**src/rtl/tm_pkg.sv**
```systemverilog
// Shared types and default sizing for the Tsetlin Machine inference datapath.
package tm_pkg;

    localparam int unsigned TM_STAGE_NUM = 13;
    localparam int unsigned TM_DATA_W    = 64;

    typedef enum logic {
        RECV = 1'b0,
        WAIT = 1'b1
    } seq_state_t;

endpackage : tm_pkg

```
**src/rtl/stage_onehot_dec.sv**
```systemverilog
// Combinational stage-index to one-hot decoder; the parent registers the result.
module stage_onehot_dec #(
    parameter int unsigned STAGE_NUM = 13,
    parameter int unsigned IDX_W     = 4
) (
    input  logic [IDX_W-1:0]     idx_i,
    output logic [STAGE_NUM-1:0] onehot_o
);

    always_comb begin
        onehot_o = '0;
        for (int unsigned i = 0; i < STAGE_NUM; i++) begin
            if (idx_i == IDX_W'(i)) begin
                onehot_o[i] = 1'b1;
            end
        end
    end

endmodule : stage_onehot_dec

```
**src/rtl/tm_stream_sequencer.sv**
```systemverilog
// AXI-Stream slave that slices each datapoint into per-stage beats for the HCB
// stages and holds off the next datapoint until the inference top reports finish.
module tm_stream_sequencer
    import tm_pkg::*;
#(
    parameter int unsigned STAGE_NUM            = TM_STAGE_NUM,
    parameter int unsigned C_S_AXIS_TDATA_WIDTH = TM_DATA_W
) (
    input  logic                            clk,
    input  logic                            rst,
    input  logic [C_S_AXIS_TDATA_WIDTH-1:0] s_axis_tdata,
    input  logic                            s_axis_tvalid,
    input  logic                            s_axis_tlast,
    output logic                            s_axis_tready,
    output logic [C_S_AXIS_TDATA_WIDTH-1:0] x,
    output logic [STAGE_NUM-1:0]            valid,
    output logic [C_S_AXIS_TDATA_WIDTH-1:0] packet_counter,
    output logic                            last,
    input  logic                            finish,
    output logic                            busy,
    output logic                            proto_err
);

    localparam int unsigned    IDX_W    = (STAGE_NUM > 1) ? $clog2(STAGE_NUM) : 1;
    localparam int unsigned    DW       = C_S_AXIS_TDATA_WIDTH;
    localparam logic [IDX_W-1:0] LAST_IDX = IDX_W'(STAGE_NUM - 1);

    seq_state_t           state_q, state_d;
    logic [IDX_W-1:0]     idx_q, idx_d;
    logic                 busy_q, busy_d;
    logic                 err_q, err_d;
    logic                 tready_q;
    logic [DW-1:0]        x_q;
    logic [DW-1:0]        pc_q;
    logic [STAGE_NUM-1:0] valid_q;
    logic                 last_q;
    logic [STAGE_NUM-1:0] onehot_c;
    logic                 accept_c;
    logic                 final_c;
    logic                 early_last_c;

    assign accept_c     = s_axis_tvalid && tready_q;
    assign final_c      = (idx_q == LAST_IDX);
    assign early_last_c = accept_c && s_axis_tlast && !final_c;

    stage_onehot_dec #(
        .STAGE_NUM (STAGE_NUM),
        .IDX_W     (IDX_W)
    ) u_dec (
        .idx_i    (idx_q),
        .onehot_o (onehot_c)
    );

    // Next-state: beat indexing, datapoint handshake with finish, error capture
    always_comb begin
        state_d = state_q;
        idx_d   = idx_q;
        busy_d  = busy_q;
        err_d   = err_q;
        case (state_q)
            RECV: begin
                if (accept_c) begin
                    if (final_c) begin
                        idx_d   = '0;
                        state_d = WAIT;
                        busy_d  = 1'b1;
                    end else if (s_axis_tlast) begin
                        // Truncated datapoint: drop it and restart at stage 0
                        idx_d  = '0;
                        err_d  = 1'b1;
                        busy_d = 1'b0;
                    end else begin
                        idx_d  = idx_q + IDX_W'(1);
                        busy_d = 1'b1;
                    end
                end
                if (finish) begin
                    err_d = 1'b1;
                end
            end
            WAIT: begin
                if (finish) begin
                    state_d = RECV;
                    busy_d  = 1'b0;
                end
            end
            default: state_d = RECV;
        endcase
    end

    always_ff @(posedge clk) begin
        if (rst) begin
            state_q  <= RECV;
            idx_q    <= '0;
            busy_q   <= 1'b0;
            err_q    <= 1'b0;
            tready_q <= 1'b0;
            x_q      <= '0;
            pc_q     <= '0;
            valid_q  <= '0;
            last_q   <= 1'b0;
        end else begin
            state_q  <= state_d;
            idx_q    <= idx_d;
            busy_q   <= busy_d;
            err_q    <= err_d;
            tready_q <= (state_d == RECV);
            valid_q  <= accept_c ? onehot_c : '0;
            last_q   <= accept_c && final_c && s_axis_tlast;
            // x and packet_counter hold across idle cycles
            if (accept_c) begin
                x_q  <= s_axis_tdata;
                pc_q <= DW'(idx_q);
            end
        end
    end

    assign s_axis_tready  = tready_q;
    assign x              = x_q;
    assign valid          = valid_q;
    assign packet_counter = pc_q;
    assign last           = last_q;
    assign busy           = busy_q;
    assign proto_err      = err_q;

    logic unused_early;
    assign unused_early = early_last_c;

endmodule : tm_stream_sequencer
```
**config.mk**
```make
export PLATFORM = sky130hd
export DESIGN_NAME = tm_stream_sequencer
export DESIGN_NICKNAME = d
export VERILOG_FILES = /design/src/rtl/tm_pkg.sv /design/src/rtl/stage_onehot_dec.sv /design/src/rtl/tm_stream_sequencer.sv
export SDC_FILE = /design/constraint.sdc
export NUM_CORES = 1
export LEC_CHECK = 0
export CORE_ASPECT_RATIO = 2
export CORE_MARGIN = 2
export CORE_UTILIZATION = 40
export DETAILED_ROUTE_END_ITERATION = 8
export GPL_ROUTABILITY_DRIVEN = 0
export GPL_TIMING_DRIVEN = 1
export PLACE_DENSITY = 0.85
export SYNTH_ARGS = -nofsm -noshare
export SYNTH_HDL_FRONTEND = slang
export SYNTH_SLANG_ARGS = --single-unit
```
**constraint.sdc**
```tcl
create_clock -name clk -period 3.2 [get_ports clk]
set_input_delay 0.8 -clock clk [delete_from_list [all_inputs] [get_ports clk]]
set_output_delay 0.8 -clock clk [all_outputs]
set_load 0.05 [all_outputs]
```
==> results.md, run 1 <==
- Starting DRC count in detailed routing: 185
- Clock-pin slew of the registers on the worst-case setup and hold paths: 0.06 ns
- Horiz. Die Dim: 70.86 um
- Synth area leaders: dfxtp_1 (50%), nand2_1 (15%), buf_4 (13%)
- Yosys cell types: 26
- IO buf count: 153
- Setup Buffers After CTS: 0
- Path type of the worst min-delay path: flop to flop
- Startpoint types: flop
- GRT Total Usage: 18.31%
- Max VDD drop: 0.0003647 V
- CP cell instances: clkdlybuf4s50_1
- Synth Warn #: 0
- Grt ovf: 0
- Post-CTS Resized: 0
- IO Count: 214
- Finish-stage setup viols: 0
- Yosys top cell by area: dfxtp_1
- Clock Path Buffers: 2
- Max FO, Critical Path: 5
- WS Path Type: flop to output pin
- Period Utilization, post-route: 75.08%
- Max-cap viol count: 0
- Final hold violation count: 0
- Min Tclk post-route: 2.402 ns
- RSZ-0062 raised after global routing: no
- Mapped Cells: 441
- Die area: 9758 um^2
- Initial core utilization: 41.35%
- Most common cell after layout, fill and taps aside: clkdlybuf4s50_1
- Tot Pwr: 2886 uW
- Worst slew margin: 54.20%
- Family with the most delay on the worst path: buffers and inverters
- Seq/Total Area, Yosys: 50.38%
- Rows: 48
- Root Driver: clkbuf_16
- Arrival time at the worst endpoint: 1.60 ns
- Die height: 137.7 um
- Util after Layout: 60.97%
- Antenna fix cells: 0
- Design area: 5273 um^2
- Critical Path End Type: output pin
- Drt pass-1 iters: 4
- Clock Sinks: 90
- Worst path required time: 2.40 ns
- Fin nets: 657
- Async set-or-reset flop fraction in the synthesized netlist: 0%
- Fillers: 763
- Slowest cell on the critical path: clkdlybuf4s50_1
- Fmax: 0.4162 GHz
- Most frequent cells in the layout: clkdlybuf4s50_1 (152), nand2_1 (141), dfxtp_1 (90), a21oi_1 (74), conb_1 (60)
- Dominant synthesized flop cell: dfxtp_1
- Synthesis-to-layout area growth: 47.45%
- Synthesized cell area: 3576 um^2
- H-tree levels: 3
- Synth top area share: 50.38%
- Syn avg cell area: 8.109 um^2
- Slew at the pin with the worst max-slew slack: 0.6846 ns
- Dpl hpwl: 6794 um
- Vias per cell: 4.698
- Fin Setup TNS: 0 ns
- Largest net degree at the start of global routing: 42
- Layout cells sized above 1: 4.414%
- Routed Antenna Nets: 0
- Latest clock arrival within the worst-skew pair: 0.33 ns
- Dpl ws: 0.6322 ns
- TritonCTS clock tree: yes
- Yosys reg bits: 90
- Via count: 3237
- Final wirelength: 9145 um
- Global-route wire length before repair: 13900 um
- Critical path buffer and inverter count: 1
- Final worst setup slack: 0.7976 ns
- Number of synthesized flops with an enable pin: 0
- Hold buffer count at CTS: 0
- Antenna violations before repair: 0
- CTS Buf Count: 9
- Slowest stage delay, CP: 0.84 ns
- DRC errors left: 0
- Power Dens Cells: 547.3 nW/um^2
- Status: finished, final reports clean
- Pins over their slew limit: 0
- Clk_skew: 0.006012 ns
- Per-cell routed wire length: 13.27 um
- Leak: 0.002007 uW
- Number of global-route vias before repair: 2920
- Dpl cell area: 4947 um^2
- Core ar.: 8648 um^2
cell type report:
class | count | area (um^2) | share of cell area, %
clock buffers | 9 | 225.2 | 4.271
clock inverters | 7 | 100.1 | 1.898
inverters | 3 | 11.26 | 0.2136
multi-input cells | 321 | 1425 | 27.03
flip-flops and latches | 90 | 1802 | 34.17
well taps | 100 | 125.1 | 2.373
repair buffers | 159 | 1584 | 30.04
cells by family (layout without fill, tap and decap cells):
kind of cell    Yosys count  count (layout)  synth area share [%]
compound gates           80              80                 11.48
simple gates            177             177                 20.57
flops                    90              90                 50.38
other cells               1              60                0.1049
buf+inv                  89             178                 16.06
fa+ha+maj                 4               4                 1.400
synthesized netlist by cell type, drive strengths merged, types with 2 or more instances:
cell and number:
nand2b 4, inv 3, nand2 142, clkbuf 15
nor2 10, nand3 8, a21oi 74, nand3b 3
buf 71, dfxtp 90, ha 4, nor4 4
a31oi 2, and2 2
sequential cells by signal, indices dropped and copies added (netlist names):
| register | cells |
|---|---|
| busy | 1 |
| idx_q | 4 |
| last | 1 |
| packet_counter | 4 |
| proto_err | 1 |
| s_axis_tready | 1 |
| state_q | 1 |
| valid | 13 |
| x | 64 |
final timing paths:
kind,start,end,slack [ns],cells after the start
worst max-delay path,s_axis_tready,s_axis_tready,0.80,1
worst min-delay path,x[31],x[31],0.45,2
worst max register to register,s_axis_tready,valid[1],1.59,3
worst min register to register,x[31],x[31],0.45,2
power breakdown:
part | internal (uW) | total (uW) | switching (uW)
clock network | 689 | 1130 | 442
logic | 170 | 572 | 402
registers | 1160 | 1180 | 21.4
worst register-to-register path: stages (launching register included):
cell     delay (ns)
dfxtp_1        0.43
nand2_2        0.43
buf_12         0.36
nor4_1         0.28
per-layer routing:
| layer | track usage [%] | wire length (um) |
|---|---|---|
| met3 | 4.901 | 642 |
| met4 | 10.06 | 362 |
| met2 | 34.22 | 5129 |
| met1 | 17.77 | 3011 |
| met5 | 0 | 0 |
through the flow:
step | instances | hold slack [ns]
2_1_floorplan | 500 | 0.4545
3_3_place_gp | 673 | 0.4413
3_5_place_dp | 673 | 0.4453
4_1_cts | 689 | 0.4543
5_1_grt | 689 | 0.4713
6_report | 689 | 0.4515
Power figures use the tool's default switching activity.
==> inputs of run 2 (changes only) <==
Settings changed: CORE_UTILIZATION 40 to 37, PLACE_DENSITY 0.85 to 0.8.
Clock period 3.2 ns to 2.3 ns, I/O delays scaled along.
==> results.md, run 2 (same netlist as run 1, synthesis figures left out) <==
- CP startpoint: s_axis_tready (unchanged)
- Critical Path End Type: output pin (unchanged)
- Via count: 3265 (was 3237)
- Worst r2r src: idx_q[0] (was s_axis_tready)
- DRC errors left: 0 (unchanged)
- Tot Pwr: 4172 uW (was 2886 uW)
- Drt pass-1 iters: 5 (was 4)
- Power Dens Cells: 784.3 nW/um^2 (was 547.3 nW/um^2)
- Starting DRC count in detailed routing: 177 (was 185)
- Fin nets: 658 (was 657)
- Routed Antenna Nets: 0 (unchanged)
- Max FO, Critical Path: 5 (unchanged)
- Clock-pin slew of the registers on the worst-case setup and hold paths: 0.06 ns (about the same)
- Pins over their slew limit: 0 (unchanged)
- Max reg flops: 64 (unchanged)
- Dpl cell area: 4960 um^2 (was 4947 um^2)
- Die height: 143.0 um (was 137.7 um)
- Slowest cell on the critical path: clkdlybuf4s50_1 (unchanged)
- Leak: 0.002037 uW (was 0.002007 uW)
- Core ar.: 9384 um^2 (was 8648 um^2)
- CP cell instances: clkdlybuf4s50_1 (unchanged)
- Util after Layout: 56.69% (was 60.97%)
- Die area: 10510 um^2 (was 9758 um^2)
- H-tree levels: 3 (unchanged)
- IO buf count: 153 (unchanged)
- Critical Path Sink: s_axis_tready (unchanged)
- Antenna fix cells: 0 (unchanged)
- Vias per cell: 4.705 (was 4.698)
- Dpl hpwl: 6822 um (was 6794 um)
- Global-route wire length before repair: 14190 um (was 13900 um)
- Clock Sinks: 90 (unchanged)
- Slew at the pin with the worst max-slew slack: 0.5611 ns (was 0.6846 ns)
- Fmax: 0.4569 GHz
- Rows: 50 (was 48)
- Min Tclk post-route: 2.189 ns
- Worst path required time: 1.73 ns (was 2.40 ns)
- Family with the most delay on the worst path: buffers and inverters (unchanged)
- Most common cell after layout, fill and taps aside: clkdlybuf4s50_1 (unchanged)
- Layout cells sized above 1: 4.576% (was 4.414%)
- Setup Buffers After CTS: 0 (unchanged)
- Max-cap viol count: 0 (unchanged)
- WS Path Type: flop to output pin (unchanged)
- Clock Path Buffers: 2 (unchanged)
- Startpoint types: flop (unchanged)
- Final hold violation count: 0 (unchanged)
- Finish-stage setup viols: 0 (unchanged)
- Flop2flop setup slack: 0.84 ns (was 1.59 ns)
- Worst path depth: 1 (unchanged)
- TritonCTS clock tree: yes (unchanged)
- Worst slew margin: 62.47% (was 54.20%)
- Final wirelength: 9224 um (was 9145 um)
- Cells after DPL: 678 (was 673)
- Critical path buffer and inverter count: 1 (unchanged)
- Antenna violations before repair: 0 (unchanged)
- FF-to-FF End: idx_q[2] (was valid[1])
- Slowest stage delay, CP: 0.85 ns (was 0.84 ns)
- Path type of the worst min-delay path: flop to flop (unchanged)
- Fin Setup TNS: 0 ns (unchanged)
- Design area: 5320 um^2 (was 5273 um^2)
- Post-CTS Resized: 0 (unchanged)
- RSZ-0062 raised after global routing: no (unchanged)
- Grt ovf: 0 (unchanged)
- Worst R2R Path Depth: 5 (was 3)
- Post-route insts no fill: 694 (was 689)
- Horiz. Die Dim: 73.52 um (was 70.86 um)
- IO Count: 214 (unchanged)
- Number of global-route vias before repair: 2994 (was 2920)
- Arrival time at the worst endpoint: 1.61 ns (was 1.60 ns)
- Latest clock arrival within the worst-skew pair: 0.34 ns (was 0.33 ns)
- Largest net degree at the start of global routing: 38 (was 42)
- Clk_skew: 0.01303 ns (was 0.006012 ns)
- Status: finished, final reports clean (unchanged)
- Root Driver: clkbuf_16 (unchanged)
- GRT Total Usage: 17.39% (was 18.31%)
- Initial core utilization: 38.11% (was 41.35%)
- Hold buffer count at CTS: 0 (unchanged)
- Most frequent cells in the layout: clkdlybuf4s50_1 (152), nand2_1 (141), dfxtp_1 (90), a21oi_1 (74), conb_1 (60) (unchanged)
- CTS Buf Count: 9 (unchanged)
- Period Utilization, post-route: 95.15%
- Per-cell routed wire length: 13.29 um (was 13.27 um)
- Max VDD drop: 0.0004549 V (was 0.0003647 V)
- Synthesis-to-layout area growth: 48.78% (was 47.45%)
run 2: worst min-delay path by stage:
stage | end | slack (ns) | from | cells after the start
after CTS | x[40] | 0.46 | x[40] | 2
after global placement | x[8] | 0.44 | x[8] | 2
after global routing | x[55] | 0.48 | x[55] | 2
after floorplan | valid[12] | 0.45 | idx_q[3] | 2
after detailed placement | x[40] | 0.45 | x[40] | 2
final | x[32] | 0.45 | x[32] | 2
run 2: power by group:
| part | switching [uW] | total, uW | internal, uW |
|---|---|---|---|
| Clock | 602 | 1730 | 1130 |
| Sequential | 29.4 | 1650 | 1620 |
| Combinational | 559 | 797 | 238 |
| Total | 1190 | 4170 | 2980 |
run 2: cell type report:
type | count | area, um^2
flip-flops and latches | 90 | 1802
repair buffers | 160 | 1592
well taps | 104 | 130.1
clock buffers | 11 | 252.7
inverters | 3 | 11.26
multi-input cells | 321 | 1425
fillers | 833 | 4064
clock inverters | 5 | 107.6
run 2: routing by layer:
metal  part of all wire (%)  wire (um)  track usage [%]
met1                     34       3154            17.47
met4                    4.7        430            10.24
met3                    6.4        591            4.446
met5                      0          0                0
met2                     55       5048            30.97
run 2: per-stage QoR:
stage          setup slack [ns]  hold WS (ns)
2_1_floorplan            0.7689        0.4545
3_3_place_gp             0.3245        0.4407
3_5_place_dp             0.2794        0.4470
4_1_cts                 0.09189        0.4552
5_1_grt                 0.07199        0.4760
6_report                 0.1115        0.4522
